### config.mk
export PLATFORM = sky130hd
export DESIGN_NAME = mac_kbd_link
export DESIGN_NICKNAME = d
export VERILOG_FILES = /design/src/rtl/mac_kbd_pkg.sv /design/src/rtl/mac_kbd_phase_timer.sv /design/src/rtl/mac_kbd_link.sv
export SDC_FILE = /design/constraint.sdc
export NUM_CORES = 1
export LEC_CHECK = 0
export CORE_MARGIN = 2
export CORE_UTILIZATION = 45
export CTS_BUF_LIST = sky130_fd_sc_hd__clkbuf_16
export DETAILED_ROUTE_END_ITERATION = 8
export PLACE_DENSITY = 0.73
export SLEW_MARGIN = 30
export SYNTH_ARGS = -nofsm -noshare
export SYNTH_HDL_FRONTEND = slang
export SYNTH_HIERARCHICAL = 1
export SYNTH_SLANG_ARGS = --single-unit
### constraint.sdc
create_clock -name clk -period 4.1 [get_ports clk]
set_input_delay 0.41 -clock clk [delete_from_list [all_inputs] [get_ports clk]]
set_output_delay 0.41 -clock clk [all_outputs]
set_load 0.02 [all_outputs]
### src/rtl/mac_kbd_pkg.sv
// Shared definitions for the Macintosh keyboard cable link.
// The package holds the link FSM state encoding, the default phase lengths
// in ce ticks (8 MHz tick rate), and the width of the phase counter.
package mac_kbd_pkg;

    typedef enum logic [2:0] {
        IDLE,
        TX_LO,
        TX_HI,
        REQ,
        RX_LO,
        RX_HI,
        RX_WAIT
    } kbdState_t;

    localparam int DEF_TX_LOW    = 1280;
    localparam int DEF_TX_HIGH   = 1360;
    localparam int DEF_RX_LOW    = 1440;
    localparam int DEF_RX_HIGH   = 1760;
    localparam int DEF_REQ_DELAY = 8;

    // Wide enough for the longest default phase (1760 ticks) with headroom.
    localparam int CNT_W = 12;

endpackage

### src/rtl/mac_kbd_phase_timer.sv
// Loadable down-counter that times one CLOCK phase of the keyboard link.
// Ports:
//   clk, reset      - system clock, asynchronous active-high reset
//   ce              - tick enable; the counter only moves on ce ticks
//   load, loadValue - reload the counter (takes priority over counting)
//   done            - counter has reached zero
// Loading N-1 on the tick that enters a phase makes done rise on the
// N-th tick spent in that phase.
module mac_kbd_phase_timer
    import mac_kbd_pkg::*;
(
    input  logic             clk,
    input  logic             reset,
    input  logic             ce,
    input  logic             load,
    input  logic [CNT_W-1:0] loadValue,
    output logic             done
);

    logic [CNT_W-1:0] count;

    // Count down to zero and park there until the next load.
    always_ff @(posedge clk or posedge reset) begin
        if (reset) begin
            count <= '0;
        end else if (ce) begin
            if (load) begin
                count <= loadValue;
            end else if (count != '0) begin
                count <= count - CNT_W'(1);
            end
        end
    end

    assign done = (count == '0);

endmodule

### src/rtl/mac_kbd_link.sv
// Keyboard-end bit-level PHY for the Mac 128K/512K/Plus keyboard cable.
// The keyboard always drives CLOCK; the Mac asks to send a command byte by
// pulling DATA low. Bytes move MSB first.
// Ports:
//   clk, reset, ce         - system clock, async active-high reset, tick enable
//   kbd_clk_o, kbd_data_o  - open-drain CLOCK/DATA drives (1 = released)
//   kbd_data_i             - resolved DATA line level
//   tx_data/tx_valid/tx_ready - byte to send to the Mac (valid/ready handshake)
//   rx_data, rx_strobe     - last command byte from the Mac, one-tick update pulse
//   busy                   - link is in any state other than IDLE
module mac_kbd_link
    import mac_kbd_pkg::*;
#(
    parameter int TX_LOW    = DEF_TX_LOW,
    parameter int TX_HIGH   = DEF_TX_HIGH,
    parameter int RX_LOW    = DEF_RX_LOW,
    parameter int RX_HIGH   = DEF_RX_HIGH,
    parameter int REQ_DELAY = DEF_REQ_DELAY
) (
    input  logic       clk,
    input  logic       reset,
    input  logic       ce,
    output logic       kbd_clk_o,
    output logic       kbd_data_o,
    input  logic       kbd_data_i,
    input  logic [7:0] tx_data,
    input  logic       tx_valid,
    output logic       tx_ready,
    output logic [7:0] rx_data,
    output logic       rx_strobe,
    output logic       busy
);

    localparam logic [CNT_W-1:0] TX_LOW_LD  = CNT_W'(TX_LOW - 1);
    localparam logic [CNT_W-1:0] TX_HIGH_LD = CNT_W'(TX_HIGH - 1);
    localparam logic [CNT_W-1:0] RX_LOW_LD  = CNT_W'(RX_LOW - 1);
    localparam logic [CNT_W-1:0] RX_HIGH_LD = CNT_W'(RX_HIGH - 1);
    localparam logic [CNT_W-1:0] REQ_LD     = CNT_W'(REQ_DELAY - 1);

    kbdState_t        state;
    kbdState_t        nextState;
    logic             syncMeta;
    logic             dsync;
    logic [7:0]       shiftReg;
    logic [2:0]       bitCnt;
    logic             timerLoad;
    logic [CNT_W-1:0] timerValue;
    logic             timerDone;
    logic             latchTx;
    logic             clearBits;
    logic             advanceBit;
    logic             shiftTx;
    logic             sampleRx;
    logic             finishRx;

    mac_kbd_phase_timer phaseTimer (
        .clk       (clk),
        .reset     (reset),
        .ce        (ce),
        .load      (timerLoad),
        .loadValue (timerValue),
        .done      (timerDone)
    );

    // Two-flop synchronizer on DATA, advanced only on ce ticks so that the
    // request latency is counted in ticks regardless of the clk rate.
    always_ff @(posedge clk or posedge reset) begin
        if (reset) begin
            syncMeta <= 1'b1;
            dsync    <= 1'b1;
        end else if (ce) begin
            syncMeta <= kbd_data_i;
            dsync    <= syncMeta;
        end
    end

    // State register.
    always_ff @(posedge clk or posedge reset) begin
        if (reset) begin
            state <= IDLE;
        end else if (ce) begin
            state <= nextState;
        end
    end

    // Next-state logic. Every phase change reloads the timer with the new
    // phase length minus one. A low DATA line in IDLE wins over tx_valid so
    // the Mac's command is never lost; the pending byte simply waits.
    always_comb begin
        nextState  = state;
        timerLoad  = 1'b0;
        timerValue = '0;
        latchTx    = 1'b0;
        clearBits  = 1'b0;
        advanceBit = 1'b0;
        shiftTx    = 1'b0;
        sampleRx   = 1'b0;
        finishRx   = 1'b0;
        case (state)
            IDLE: begin
                if (!dsync) begin
                    nextState  = REQ;
                    timerLoad  = 1'b1;
                    timerValue = REQ_LD;
                    clearBits  = 1'b1;
                end else if (tx_valid) begin
                    nextState  = TX_LO;
                    timerLoad  = 1'b1;
                    timerValue = TX_LOW_LD;
                    latchTx    = 1'b1;
                end
            end
            TX_LO: begin
                if (timerDone) begin
                    nextState  = TX_HI;
                    timerLoad  = 1'b1;
                    timerValue = TX_HIGH_LD;
                end
            end
            TX_HI: begin
                if (timerDone) begin
                    if (bitCnt == 3'd7) begin
                        nextState = IDLE;
                    end else begin
                        nextState  = TX_LO;
                        timerLoad  = 1'b1;
                        timerValue = TX_LOW_LD;
                        advanceBit = 1'b1;
                        shiftTx    = 1'b1;
                    end
                end
            end
            REQ: begin
                if (timerDone) begin
                    nextState  = RX_LO;
                    timerLoad  = 1'b1;
                    timerValue = RX_LOW_LD;
                end
            end
            RX_LO: begin
                if (timerDone) begin
                    nextState  = RX_HI;
                    timerLoad  = 1'b1;
                    timerValue = RX_HIGH_LD;
                    sampleRx   = 1'b1;
                end
            end
            RX_HI: begin
                if (timerDone) begin
                    if (bitCnt == 3'd7) begin
                        nextState = RX_WAIT;
                        finishRx  = 1'b1;
                    end else begin
                        nextState  = RX_LO;
                        timerLoad  = 1'b1;
                        timerValue = RX_LOW_LD;
                        advanceBit = 1'b1;
                    end
                end
            end
            RX_WAIT: begin
                // The Mac must release DATA before another request can start.
                if (dsync) begin
                    nextState = IDLE;
                end
            end
            default: begin
                nextState = IDLE;
            end
        endcase
    end

    // Datapath: one shift register serves both directions since a transfer
    // is only ever going one way. The receive sample is the synchronized
    // line on the tick CLOCK rises.
    always_ff @(posedge clk or posedge reset) begin
        if (reset) begin
            shiftReg  <= '0;
            bitCnt    <= '0;
            rx_data   <= '0;
            rx_strobe <= 1'b0;
        end else if (ce) begin
            rx_strobe <= finishRx;
            if (latchTx || clearBits) begin
                bitCnt <= '0;
            end else if (advanceBit) begin
                bitCnt <= bitCnt + 3'd1;
            end
            if (latchTx) begin
                shiftReg <= tx_data;
            end else if (shiftTx) begin
                shiftReg <= {shiftReg[6:0], 1'b1};
            end else if (sampleRx) begin
                shiftReg <= {shiftReg[6:0], dsync};
            end
            if (finishRx) begin
                rx_data <= shiftReg;
            end
        end
    end

    // Line drives decode straight from state so an asynchronous reset
    // releases both lines without waiting for a clock edge.
    always_comb begin
        kbd_clk_o  = !((state == TX_LO) || (state == RX_LO));
        kbd_data_o = ((state == TX_LO) || (state == TX_HI)) ? shiftReg[7] : 1'b1;
    end

    assign busy = (state != IDLE);

    // Held low while reset is asserted even though the reset state is IDLE.
    assign tx_ready = (state == IDLE) && dsync && !reset;

endmodule
==> impl_metrics.env <==
export IMPL_grt_pass1_wl_mm=9.27
export IMPL_fp_dieW_um=76.5
export IMPL_cts_setup_buffers=0
export IMPL_muxShareOfSynthArea_pct=6.46
export IMPL_worstPathArrival_ns=3.12
export IMPL_setup_viol=0
export IMPL_synth_top_area_share_pct=37.1
export IMPL_hold_class="input port to async pin"
export IMPL_fp_coreArea_mm2=0.00507
export IMPL_ys_seq_elements=37
export IMPL_synth_compound_area_share_pct=23.9
export IMPL_drt_initial_drc_count=187
export IMPL_r2r_end="rx_data[3]"
export IMPL_start_util_pct=46.6
export IMPL_async_reset_ff_share_pct=100
export IMPL_dp_hpwl_mm=3.54
export IMPL_hold_slack_ns=0.488
export IMPL_finalWirelength_mm=5.14
export IMPL_rsz0062_at_grt="no"
export IMPL_vias=1988
export IMPL_cts_buffer_depth=2
export IMPL_gp_congestion=0.898
export IMPL_finalMaxSlewViolations=0
export IMPL_drive_above_1_share_pct=11.4
export IMPL_nets=287
export IMPL_rr_worst_depth=8
export IMPL_wl_per_cell_um=15.1
export IMPL_yosysUniqueCellTypes=56
export IMPL_antenna_found_initial=0
export IMPL_synthCells=255
export IMPL_synthAdderAreaFrac_pct=2.12
export IMPL_cts_root_buf="clkbuf_16"
export IMPL_max_freq_mhz=338
export IMPL_hold_viol=0
export IMPL_synth_top_family_by_area="compound AO/OA/AOI/OAI gates"
export IMPL_drt_pass1_iterations=4
export IMPL_io_pins=26
export IMPL_cts_resized_gates=0
export IMPL_fillers=476
export IMPL_synth_ff_type="dfrtp_1"
export IMPL_p_leak_nw=1.13
export IMPL_die_y_um=76.5
export IMPL_postPlaceCellArea_mm2=0.00262
export IMPL_drt_antenna_violating_nets=0
export IMPL_portBuffers=25
export IMPL_cts_hold_repair_buffers=0
export IMPL_final_design_area_no_fill_mm2=0.00279
export IMPL_finalSetupTns_ns=0
export IMPL_yosys_warnings=6
export IMPL_r2r_slack_ns=1.14
export IMPL_synth_xor_area_share_pct=0.741
export IMPL_required_ns=4.26
export IMPL_criticalPathCategory="register to register"
export IMPL_dieArea_mm2=0.00585
export IMPL_grt_use_total_pct=19.3
export IMPL_num_rows=26
export IMPL_cts_tree="built"
export IMPL_synth_area_leaders="dfrtp_1, o21ai_0, mux2_2, nor3_1, a211oi_1"
export IMPL_status="finished clean"
export IMPL_area_growth_pct=18.2
export IMPL_drv_cap=0
export IMPL_yosysTopAreaCell="dfrtp_1"
export IMPL_startpoint_type="register"
export IMPL_synth_edf_count=0
export IMPL_cp_max_fo=11
export IMPL_worstSkewPairLatency_ns=0.28
export IMPL_grt_pass1_vias=1864
export IMPL_powerDensity_mw_per_mm2=398
export IMPL_grt_max_degree=34
export IMPL_skew_ns=0.00601
export IMPL_viasPerCell=5.83
export IMPL_relSlewSlack_pct=43.9
export IMPL_utilization_pct=55.0
export IMPL_h_tree_depth=2
export IMPL_clk_pin_slew_ns=0.06
export IMPL_syn_num_nets=272
export IMPL_period_needed_ns=2.96
export IMPL_cts_inserted_buffers=5
export IMPL_diodes=0
export IMPL_irDropWorstVdd_mv=0.212
export IMPL_synth_seq_area_share_pct=39.3
export IMPL_syn_avg_cell_area_um2=9.27
export IMPL_syn_cell_area_mm2=0.00236
export IMPL_overflow=0
export IMPL_synth_simple_area_share_pct=19.5
export IMPL_cts_num_sinks=37
export IMPL_period_share_pct=72.2
export IMPL_r2r_start="phaseTimer/count[0]"
export IMPL_cp_end_kind="register"
export IMPL_drc_errors=0
export IMPL_worst_slew_pin_slew_ns=0.838
worst max-delay path, cell delays in order, from the launching register on:
cell and delay [ns]:
dfrtp_1 0.41, inv_1 0.12, ha_1 0.17, or4b_2 0.64, nor3_1 0.16, buf_4 0.19
nand2_1 0.18, nor4_4 0.57, mux2_2 0.40
placed cells by master, fill, tap and decap left out, drive strengths merged, types with 3 or more instances in the layout:
cell type      synthesis  layout
nor4                   6       6
a31oi                  3       3
a21oi                  9       9
a22oi                  3       3
mux2                  10      10
nor2b                  4       4
nor2                  13      13
or3                    3       3
buf                   10       3
ha                     4       4
inv                   20      20
or3b                   3       3
o21ai                 25      25
mux2i                  4       4
nand3b                 3       3
nand2b                 6       6
a311oi                 7       7
clkbuf                10       5
o22ai                  3       3
clkdlybuf4s50          0      25
dfrtp                 35      35
nand2                  7       7
nor3b                  3       3
nor3                  18      18
nand3                  5       5
a211oi                10      10
cell usage after synthesis, drive strengths merged (2+ instances only):
cell type,n
a2111oi,2
a211o,2
a211oi,10
a21o,2
a21oi,9
a221oi,2
a22oi,3
a311oi,7
a31oi,3
a32oi,2
buf,10
clkbuf,10
dfrtp,35
dfstp,2
ha,4
inv,20
mux2,10
mux2i,4
nand2,7
nand2b,6
nand3,5
nand3b,3
nor2,13
nor2b,4
nor3,18
nor3b,3
nor4,6
o21ai,25
o221ai,2
o22ai,3
o2bb2ai,2
or3,3
or3b,3
or4,2
or4b,2
routing by layer:
layer | part of all wire, % | global-route usage (%) | up-vias
li1 | - | - | 975
met1 | 50 | 29.2 | 958
met2 | 45 | 28.1 | 48
met3 | 3.7 | 4.15 | 7
met4 | 1.1 | 4.36 | 0
met5 | 0 | 0 | -
metrics by stage:
step | setup slack, ns | std cells | total power, mW
2_1_floorplan | 1.39 | 255 | 0.623
3_3_place_gp | 1.22 | 333 | 0.670
3_5_place_dp | 1.14 | 333 | 0.677
4_1_cts | 1.12 | 341 | 1.12
5_1_grt | 0.815 | 341 | 1.18
6_report | 1.14 | 341 | 1.11
how the worst max path moves through the flow:
stage	cells after the start	endpoint	from
final	8	rx_data[3]	phaseTimer/count[0]
after global routing	8	phaseTimer/count[4]	bitCnt[0]
after CTS	8	rx_data[5]	phaseTimer/count[0]
after detailed placement	8	rx_data[5]	phaseTimer/count[0]
after global placement	8	rx_data[7]	phaseTimer/count[0]
after floorplan	11	phaseTimer/count[6]	phaseTimer/count[0]
cells by family after synthesis:
family                   Yosys count
AO/OA/AOI/OAI                     78
XOR/XNOR                           2
adder cells (fa/ha/maj)            4
buffers and inverters             40
flip-flops                        37
multiplexers                      14
other                              1
AND/OR/NAND/NOR                   79
report_power, final:
part	switching [mW]	internal, mW	total [mW]
combinational	0.106	0.0786	0.185
sequential	0.0694	0.420	0.489
clock	0.151	0.288	0.439
final cells by class:
cell class	count	area, um^2	share of cell area, %
clock inverters	3	46.3	1.66
flip-flops and latches	37	928	33.2
inverters	20	75.1	2.69
multi-input cells	178	1260	45.0
repair buffers	28	273	9.77
well taps	70	87.6	3.14
clock buffers	5	125	4.48
state kept, by name, summed over array words and instances (netlist names):
| name | cells |
|---|---|
| state | 3 |
| bitCnt | 3 |
| rx_strobe | 1 |
| dsync | 1 |
| syncMeta | 1 |
| rx_data | 8 |
| phaseTimer/count | 12 |
| shiftReg | 8 |
Power figures use the tool's default switching activity.
